`src/rtl/rv32_alu.sv`:
```
// RV32I execute-stage ALU with branch comparator.
// Combinational results plus one-cycle registered copies for pipelined consumers.
module rv32_alu (
  input  logic        i_clk,
  input  logic        i_reset,
  input  logic [31:0] i_a,
  input  logic [31:0] i_b,
  input  logic [2:0]  i_op,
  input  logic        i_sub,
  input  logic        i_arith_shift,
  input  logic [2:0]  i_branch_op,
  output logic [31:0] o_y,
  output logic        o_will_branch,
  output logic [31:0] o_y_q,
  output logic        o_will_branch_q
);

  logic [4:0]  shamt;
  logic        eq;
  logic        lt_signed;
  logic        lt_unsigned;
  logic [31:0] y_d;
  logic        branch_d;

  assign shamt       = i_b[4:0];
  assign eq          = (i_a == i_b);
  assign lt_signed   = ($signed(i_a) < $signed(i_b));
  assign lt_unsigned = (i_a < i_b);

  always_comb begin
    y_d = 32'h0;
    case (i_op)
      3'b000:  y_d = i_sub ? (i_a - i_b) : (i_a + i_b);
      3'b001:  y_d = i_a << shamt;
      3'b010:  y_d = {31'h0, lt_signed};
      3'b011:  y_d = {31'h0, lt_unsigned};
      3'b100:  y_d = i_a ^ i_b;
      3'b101:  y_d = i_arith_shift ? $unsigned($signed(i_a) >>> shamt) : (i_a >> shamt);
      3'b110:  y_d = i_a | i_b;
      3'b111:  y_d = i_a & i_b;
      default: y_d = 32'h0;
    endcase
  end

  // Reserved codes 010/011 fall through to not-taken.
  always_comb begin
    branch_d = 1'b0;
    case (i_branch_op)
      3'b000:  branch_d = eq;
      3'b001:  branch_d = ~eq;
      3'b100:  branch_d = lt_signed;
      3'b101:  branch_d = ~lt_signed;
      3'b110:  branch_d = lt_unsigned;
      3'b111:  branch_d = ~lt_unsigned;
      default: branch_d = 1'b0;
    endcase
  end

  assign o_y           = y_d;
  assign o_will_branch = branch_d;

  always_ff @(posedge i_clk) begin
    if (i_reset) begin
      o_y_q           <= 32'h0;
      o_will_branch_q <= 1'b0;
    end else begin
      o_y_q           <= y_d;
      o_will_branch_q <= branch_d;
    end
  end

endmodule

```
`config.mk`:
```
export PLATFORM = sky130hd
export DESIGN_NAME = rv32_alu
export DESIGN_NICKNAME = d
export VERILOG_FILES = /design/src/rtl/rv32_alu.sv
export SDC_FILE = /design/constraint.sdc
export NUM_CORES = 1
export LEC_CHECK = 0
export ABC_AREA = 1
export CORE_UTILIZATION = 45
export DETAILED_ROUTE_END_ITERATION = 8
export PLACE_DENSITY = 0.77
export REMOVE_ABC_BUFFERS = 1
export SYNTH_ARGS = -nofsm -noshare
export SYNTH_HDL_FRONTEND = slang
export SYNTH_SLANG_ARGS = --single-unit
export TNS_END_PERCENT = 5
```
`constraint.sdc`:
```
create_clock -name i_clk -period 7.75 [get_ports i_clk]
set_input_delay 1.1625 -clock i_clk [delete_from_list [all_inputs] [get_ports i_clk]]
set_output_delay 1.1625 -clock i_clk [all_outputs]
set_load 0.05 [all_outputs]
```
### After elaboration in Yosys (flattened, before gate mapping)

Cells that the tools add are included.

| storage, ports and cells | value |
|---|---|
| register bits after elaboration | 33 |
| latch bits | 0 |
| RAM bits | 0 |
| ROM bits | 0 |
| bits of input ports | 74 |
| output and inout bits | 66 |
| logic and storage cells | 34 |
| memories kept | 0 |

| cells by class | value |
|---|---|
| add/sub/neg operators | 2 |
| multiply operators | 0 |
| divide/modulo/power cells | 0 |
| order comparisons | 2 |
| eq/ne operators | 13 |
| shift-type cells | 3 |
| muxes and demuxes | 4 |
| bitwise gates (word level) | 6 |
| reduce and logical (&&, ||, !) cells | 2 |

Operators with widths:

| operator | count |
|---|---|
| one-hot mux 32 bit (8 select lines) | 1 |
| < comparator 32 bit | 2 |
| two-way mux 32 bit | 2 |
| adder 32 bit | 1 |
| bitwise AND 32 bit | 1 |
| == test 32 bit | 1 |
| OR 32 bit | 1 |
| << shifter 32 x 5 -> 32 bit | 1 |
| >> shifter 32 x 5 -> 32 bit | 1 |
| >>> shifter 32 x 5 -> 32 bit | 1 |
| subtractor 32 bit | 1 |
| XOR 32 bit | 1 |
| == test 3 bit (second input constant) | 8 |
| == test 3 x 1 -> 1 bit (second input constant) | 2 |
| == test 3 x 2 -> 1 bit (second input constant) | 2 |
| zero test 3 bit | 2 |
| one-hot mux 1 bit (6 select lines) | 1 |
| inverter 1 bit | 3 |

### Depth between registers and ports, before layout

Gate-level depths: netlist of the first run.

| depth | value |
|---|---|
| depth in word-level cells | 3 |
| depth in mapped cells | 20 |
| depth with buffers taken out | 18 |

### Worst setup path after synthesis of the first run

Ideal clock, no wire load.

| timing path | value |
|---|---|
| kind | in2out |
| start | input port i_b[4] |
| end | output port o_y[11] |
| arrival time | 3.382 ns |
| data required time | 6.588 ns |
| setup slack | 3.206 ns |
| cell stages on the path | 15 |
| path through | inv_1 buf_2 buf_1 ha_1 clkbuf_2 nand2_1 nand2_1 inv_1 nor2_1 o21ai_0 nand3_1 o21ai_0 xnor2_1 nand2_1 nand2_1 |

| between the ends | value |
|---|---|
| cells in the longest elaborated chain, start to end | 3 |

Ends and longest elaborated chain:

| element | line | source |
|---|---|---|
| start: declaration | 7 | `input logic [31:0] i_b,` |
| adder 32 bit, or another cell as far along | 33 | `3'b000: y_d = i_sub ? (i_a - i_b) : (i_a + i_b);` |
| two-way mux 32 bit (on tied branches) | 33, 38 |  |
| one-hot mux 32 bit (8 select lines) (*) | 32 | `case (i_op)` |
| end: declaration | 12 | `output logic [31:0] o_y,` |

Every way passes the cells marked *; elsewhere a longest branch is shown, timed or not.

### Worst setup path after layout of the first run

| timing path | value |
|---|---|
| start | input port i_b[4] |
| end | output port o_y[28] |

Same word-level chain as after synthesis.

==> impl_metrics.ini, run 1 <==
[route]
routed_wl_um = 55800
dr_total_vias = 15287
wire_per_inst_um = 21.8
ant_nets = 0
drtPass1Iterations = 6
viasPerCell = 5.98
drt-initial-drc-count = 2158
drc = 0

[logic_synthesis]
mappedNetlistArea_um2 = 11200
synth_ff_type = dfxtp_1
yosys.cell_types.count = 53
synth.largest_area_cell = nand2_1
synth.yosys.warnings = 0
synthArstFlopShare = 0
synth_area_leaders = nand2_1 26%, nand3_1 13%, ha_1 11%
seq_total_area_yosys = 0.0591
synth.avg_cell_area_um2 = 5.13
yosysTopAreaCellShare = 0.259
ys_seq_elements = 33
post_synth_inst_count = 2177
count_of_flip_flops_with_a_built_in_enable_after_synthesis = 0

[clocking]
post_cts_setup_buffers = 0
cts.path.max_buffers = 2
cts-hold-fix-buffers = 0
tritoncts_clock_tree = yes
post_cts_resize_count = 0
cts_inserted_buffers = 5
cts.sink_count = 33
clock_slew_at_reported_path_ffs_ns = 0.06
ctsRootBufferMaster = clkbuf_16
cts_htree_levels = 2

[global_route]
number_of_antenna_violations_at_the_first_check_in_global_routing = 0
grt.met3_usage = 0.0672
grt_remaining_overflow = 0
gr-max-usage-layer = met2
grt_use_total = 0.427
grt_max_degree = 76
grt_pass1_vias = 14103
grt.met1_usage = 0.542
use_met2 = 0.688
grt_first_pass_wirelength_um = 81900

[finish]
area.growth.synth_to_final_pct = 12.9
final_common_cell = nand2_1
diodes = 0
drive_above_1_share = 0.0439
nets = 2406
final_cell_mix = 771 x nand2_1, 289 x nand3_1, 270 x inv_1
n_fill_cell = 2717

[min_path]
min-delay-path-class = input pin to flop
holdPathStages = 6

[placed_design]
hpwl_um = 45500
dpl_worst_slack_ns = 1.30
io_buffers = 139
gp_congestion = 1.04

[critical_path]
timing.critical_path.required_ns = 6.59
endpoint_kind = output port
origin_of_the_worst_setup_path = i_b[4]
crit_arrival_ns = 5.50
crit_type = input pin to output port
timing.critical_path.fanout_max = 15
worstSetupStartpointType = input pin
timing.critical_path.to = o_y[28]

[sta]
timing_max_transition_violations_final = 0
timing.slew.headroom = 0.310
totalNegativeSetupSlack_ns = 0
finalCriticalPeriod_ns = 6.66
tightestPinTransition_ns = 1.03
final_cycle_share = 0.859
worst_slack_ns = 1.09
rsz0062_at_grt = false
final-hold-violation-count = 0
setup_violation_total_in_the_final_timing_report = 0
max_clk_rate_ghz = 0.150

[die]
initial_utilization = 0.460
die_y_um = 160
floorplan.io_pins = 140
fp.coreArea_um2 = 24300
floorplan.die.width_um = 160
die-area_um2 = 25500
placement_rows = 57

[power]
internal_power_mw = 0.631
pwr_density_cell_nw_per_um2 = 117
clockPowerShare = 0.159
vdd_ir_drop_max_v = 0.0000695
seq_power_share = 0.128
leakagePower_nw = 6.73
switching_share = 0.572
comb_power_share = 0.713
p_switching_mw = 0.845

[job]
maxCapViolations = 0

[status]
status = completed
## per-layer routing
layer  vias up  part of all wire
li1       7102                 -
met4         0             0.059
met3       172              0.10
met1      7096              0.39
met2       917              0.45
met5         -                 0
## Yosys cell counts, drive strengths merged, types with 15 or more instances
cell    count
o21ai      90
inv       289
clkbuf     19
nor3       20
o21a       15
nand3     290
dfxtp      33
buf        87
a21oi     134
ha         97
o211ai     32
o22ai      17
nor2      173
nand2     786
nand4      18
## how the worst min path moves through the flow
stage | slack (ns) | startpoint | end
2_1_floorplan | 1.23 | i_reset | o_y_q[11]
3_3_place_gp | 1.89 | i_b[1] | o_y_q[1]
3_5_place_dp | 1.89 | i_b[1] | o_y_q[1]
4_1_cts | 1.59 | i_b[1] | o_y_q[1]
5_1_grt | 1.65 | i_b[1] | o_y_q[1]
6_report | 1.60 | i_b[1] | o_y_q[1]
## logic make-up after synthesis
group           after synthesis  share of synthesized area
simple gates               1315                      0.499
buf+inv                     400                      0.154
compound gates              319                      0.167
fa+ha+maj                    99                      0.112
flops                        33                     0.0591
xor+xnor                      9                    0.00705
mux                           2                    0.00179
## area by class of cell
cell class | count | area (um^2) | area share
multi-input cells | 1744 | 8800 | 0.697
inverters | 294 | 1110 | 0.0878
repair buffers | 155 | 1490 | 0.118
flip-flops and latches | 33 | 661 | 0.0523
clock inverters | 1 | 5.00 | 0.000397
clock buffers | 7 | 153 | 0.0121
well taps | 324 | 405 | 0.0321
## state kept, by name, indices dropped and copies added, names as in the netlist
signal           count
o_will_branch_q      1
o_y_q               32
## worst max-delay path: stages
cell	delay, ns
clkdlybuf4s50_1	0.85
inv_1	0.36
ha_1	0.50
nor2_1	0.21
nand2_1	0.11
nor2_1	0.45
nand2_1	0.12
nand3_1	0.17
nand2_1	0.10
nand3_1	0.07
nand2_1	0.05
nand2_1	0.06
nand2_1	0.05
nand3_1	0.21
nand2_1	0.13
inv_1	0.07
clkdlybuf4s50_1	0.80
## power groups by stage
| stage | clock (mW) | combinational, mW | sequential [mW] |
|---|---|---|---|
| finish | 0.234 | 1.05 | 0.189 |
| global route | 0.239 | 1.12 | 0.190 |
| CTS | 0.232 | 1.02 | 0.189 |
| detailed placement | 0 | 1.02 | 0.193 |
| global placement | 0 | 1.02 | 0.192 |
| floorplan | 0 | 0.588 | 0.244 |
## per-stage QoR
stage / power, mW / cells / util / area (um^2) / hold slack [ns]
floorplan: 0.832 / 2071 / - / 10600 / 1.23
global placement: 1.21 / 2550 / 0.513 / 12500 / 1.89
detailed placement: 1.21 / 2550 / 0.513 / 12500 / 1.89
CTS: 1.44 / 2558 / 0.519 / 12600 / 1.59
global route: 1.55 / 2558 / 0.519 / 12600 / 1.65
finish: 1.48 / 2558 / 0.519 / 12600 / 1.60
Note: power is estimated with default switching activity, not from simulation.
==> inputs of run 2 (changes only) <==
--- a/constraint.sdc
+++ b/constraint.sdc
@@ -3,2 +3,2 @@
 set_output_delay 1.1625 -clock i_clk [all_outputs]
-set_load 0.05 [all_outputs]
+set_load 0.01 [all_outputs]
==> run 2 against run 1 <==
Compared with the run above:
- combinational power fell by 9.9%
- global-route usage rose by 0.76 points
- largest power group unchanged
- clock power rose by 9.8%
- sequential share of layout area barely moved
==> impl_metrics.ini, run 2 (same netlist as run 1, synthesis figures left out) <==
[sta]
timing_max_transition_violations_final = 0
max_clk_rate_ghz = 0.161
setup_violation_total_in_the_final_timing_report = 0
finalCriticalPeriod_ns = 6.21
rsz0062_at_grt = false
timing.slew.headroom = 0.162
final-hold-violation-count = 0
final_cycle_share = 0.801
tightestPinTransition_ns = 1.25
totalNegativeSetupSlack_ns = 0

[min_path]
min-delay-path-class = input pin to flop

[finish]
nets = 2407
diodes = 0
top_regs = o_y_q: 32 flops, o_will_branch_q: 1 flops
register_area_um2 = 661
area.growth.synth_to_final_pct = 13.2
multi_input_gate_area_um2 = 8800
final_common_cell = nand2_1
top_register_by_number_of_flip_flops = o_y_q
drive_above_1_share = 0.0443
n_fill_cell = 2698
largest_register_ffs = 32
final_cell_mix = 771 x nand2_1, 289 x nand3_1, 270 x inv_1

[global_route]
grt_max_degree = 83
grt.met1_usage = 0.562
grt_use_total = 0.434
grt_remaining_overflow = 0
grt_first_pass_wirelength_um = 84000
number_of_antenna_violations_at_the_first_check_in_global_routing = 0
grt_pass1_vias = 14038
grt.met3_usage = 0.0599
use_met2 = 0.700
gr-max-usage-layer = met2

[route]
viasPerCell = 5.94
drtPass1Iterations = 7
drt-initial-drc-count = 1879
dr_total_vias = 15189
ant_nets = 0
drc = 0
wire_per_inst_um = 22.1
routed_wl_um = 56500

[power]
vdd_ir_drop_max_v = 0.0000660
leakagePower_nw = 6.74
clockPowerShare = 0.184
internal_power_mw = 0.656
switching_share = 0.529
pwr_density_cell_nw_per_um2 = 110
p_switching_mw = 0.736
design_power_total_mw = 1.39
seq_power_share = 0.135
comb_power_share = 0.680

[clocking]
cts_inserted_buffers = 5
cts.sink_count = 33
cts-hold-fix-buffers = 0
tritoncts_clock_tree = yes
cts.path.max_buffers = 2
cts_htree_levels = 2
clock_slew_at_reported_path_ffs_ns = 0.06
ctsRootBufferMaster = clkbuf_16
post_cts_setup_buffers = 0
post_cts_resize_count = 0

[die]
floorplan.io_pins = 140
placement_rows = 57
fp.coreArea_um2 = 24300
die_y_um = 160
die-area_um2 = 25500
floorplan.die.width_um = 160
initial_utilization = 0.460

[critical_path]
endpoint_kind = output port
crit_arrival_ns = 5.05
crit_type = input pin to output port
timing.critical_path.required_ns = 6.59
timing.critical_path.fanout_max = 15
worstSetupStartpointType = input pin

[placed_design]
gp_congestion = 1.03
io_buffers = 139
hpwl_um = 45900

[job]
maxCapViolations = 0

[status]
status = completed
-- run 2: power groups by stage --
stage | clock (mW) | combinational, mW | sequential [mW]
finish | 0.257 | 0.946 | 0.188
global route | 0.260 | 1.02 | 0.190
CTS | 0.255 | 0.914 | 0.188
detailed placement | 0 | 0.909 | 0.192
global placement | 0 | 0.908 | 0.191
floorplan | 0 | 0.516 | 0.200
-- run 2: per-layer routing --
layer	up-vias	wire length, um
li1	7108	-
met1	6933	22200
met2	987	24900
met3	161	6170
met4	0	3260
met5	-	0
-- run 2: final cells by class --
class / count / area share
repair buffers: 156 / 0.119
flip-flops and latches: 33 / 0.0522
multi-input cells: 1744 / 0.696
clock inverters: 2 / 0.00297
well taps: 324 / 0.0321
clock buffers: 6 / 0.0110
inverters: 294 / 0.0876
-- run 2: critical path, cell delays in order --
cell and delay [ns]:
clkdlybuf4s50_1 0.94, inv_1 0.24, ha_1 0.50, nor2_1 0.23, nand2_1 0.10, nor2_1 0.38, nand2_1 0.10, nand3_1 0.15
nand2_1 0.09, nand3_1 0.07, nand2_1 0.05, nand2_1 0.07, nand2_1 0.04, nand3_1 0.18, nand2_1 0.14, inv_1 0.08
clkdlybuf4s50_1 0.52
-- run 2: metrics by stage --
| stage | util | std cells | area, um^2 | worst slack [ns] | hold slack, ns |
|---|---|---|---|---|---|
| 2_1_floorplan | - | 2071 | 10600 | 2.84 | 1.23 |
| 3_3_place_gp | 0.513 | 2551 | 12500 | 1.74 | 1.90 |
| 3_5_place_dp | 0.513 | 2551 | 12500 | 1.71 | 1.90 |
| 4_1_cts | 0.520 | 2559 | 12600 | 1.71 | 1.63 |
| 5_1_grt | 0.520 | 2559 | 12600 | 1.42 | 1.69 |
| 6_report | 0.520 | 2559 | 12600 | 1.54 | 1.64 |
-- run 2: worst paths after layout --
kind | start | end | slack [ns] | cells past startpoint
max | i_b[4] | o_y[28] | 1.54 | 17
min | i_b[2] | o_y_q[2] | 1.64 | 8
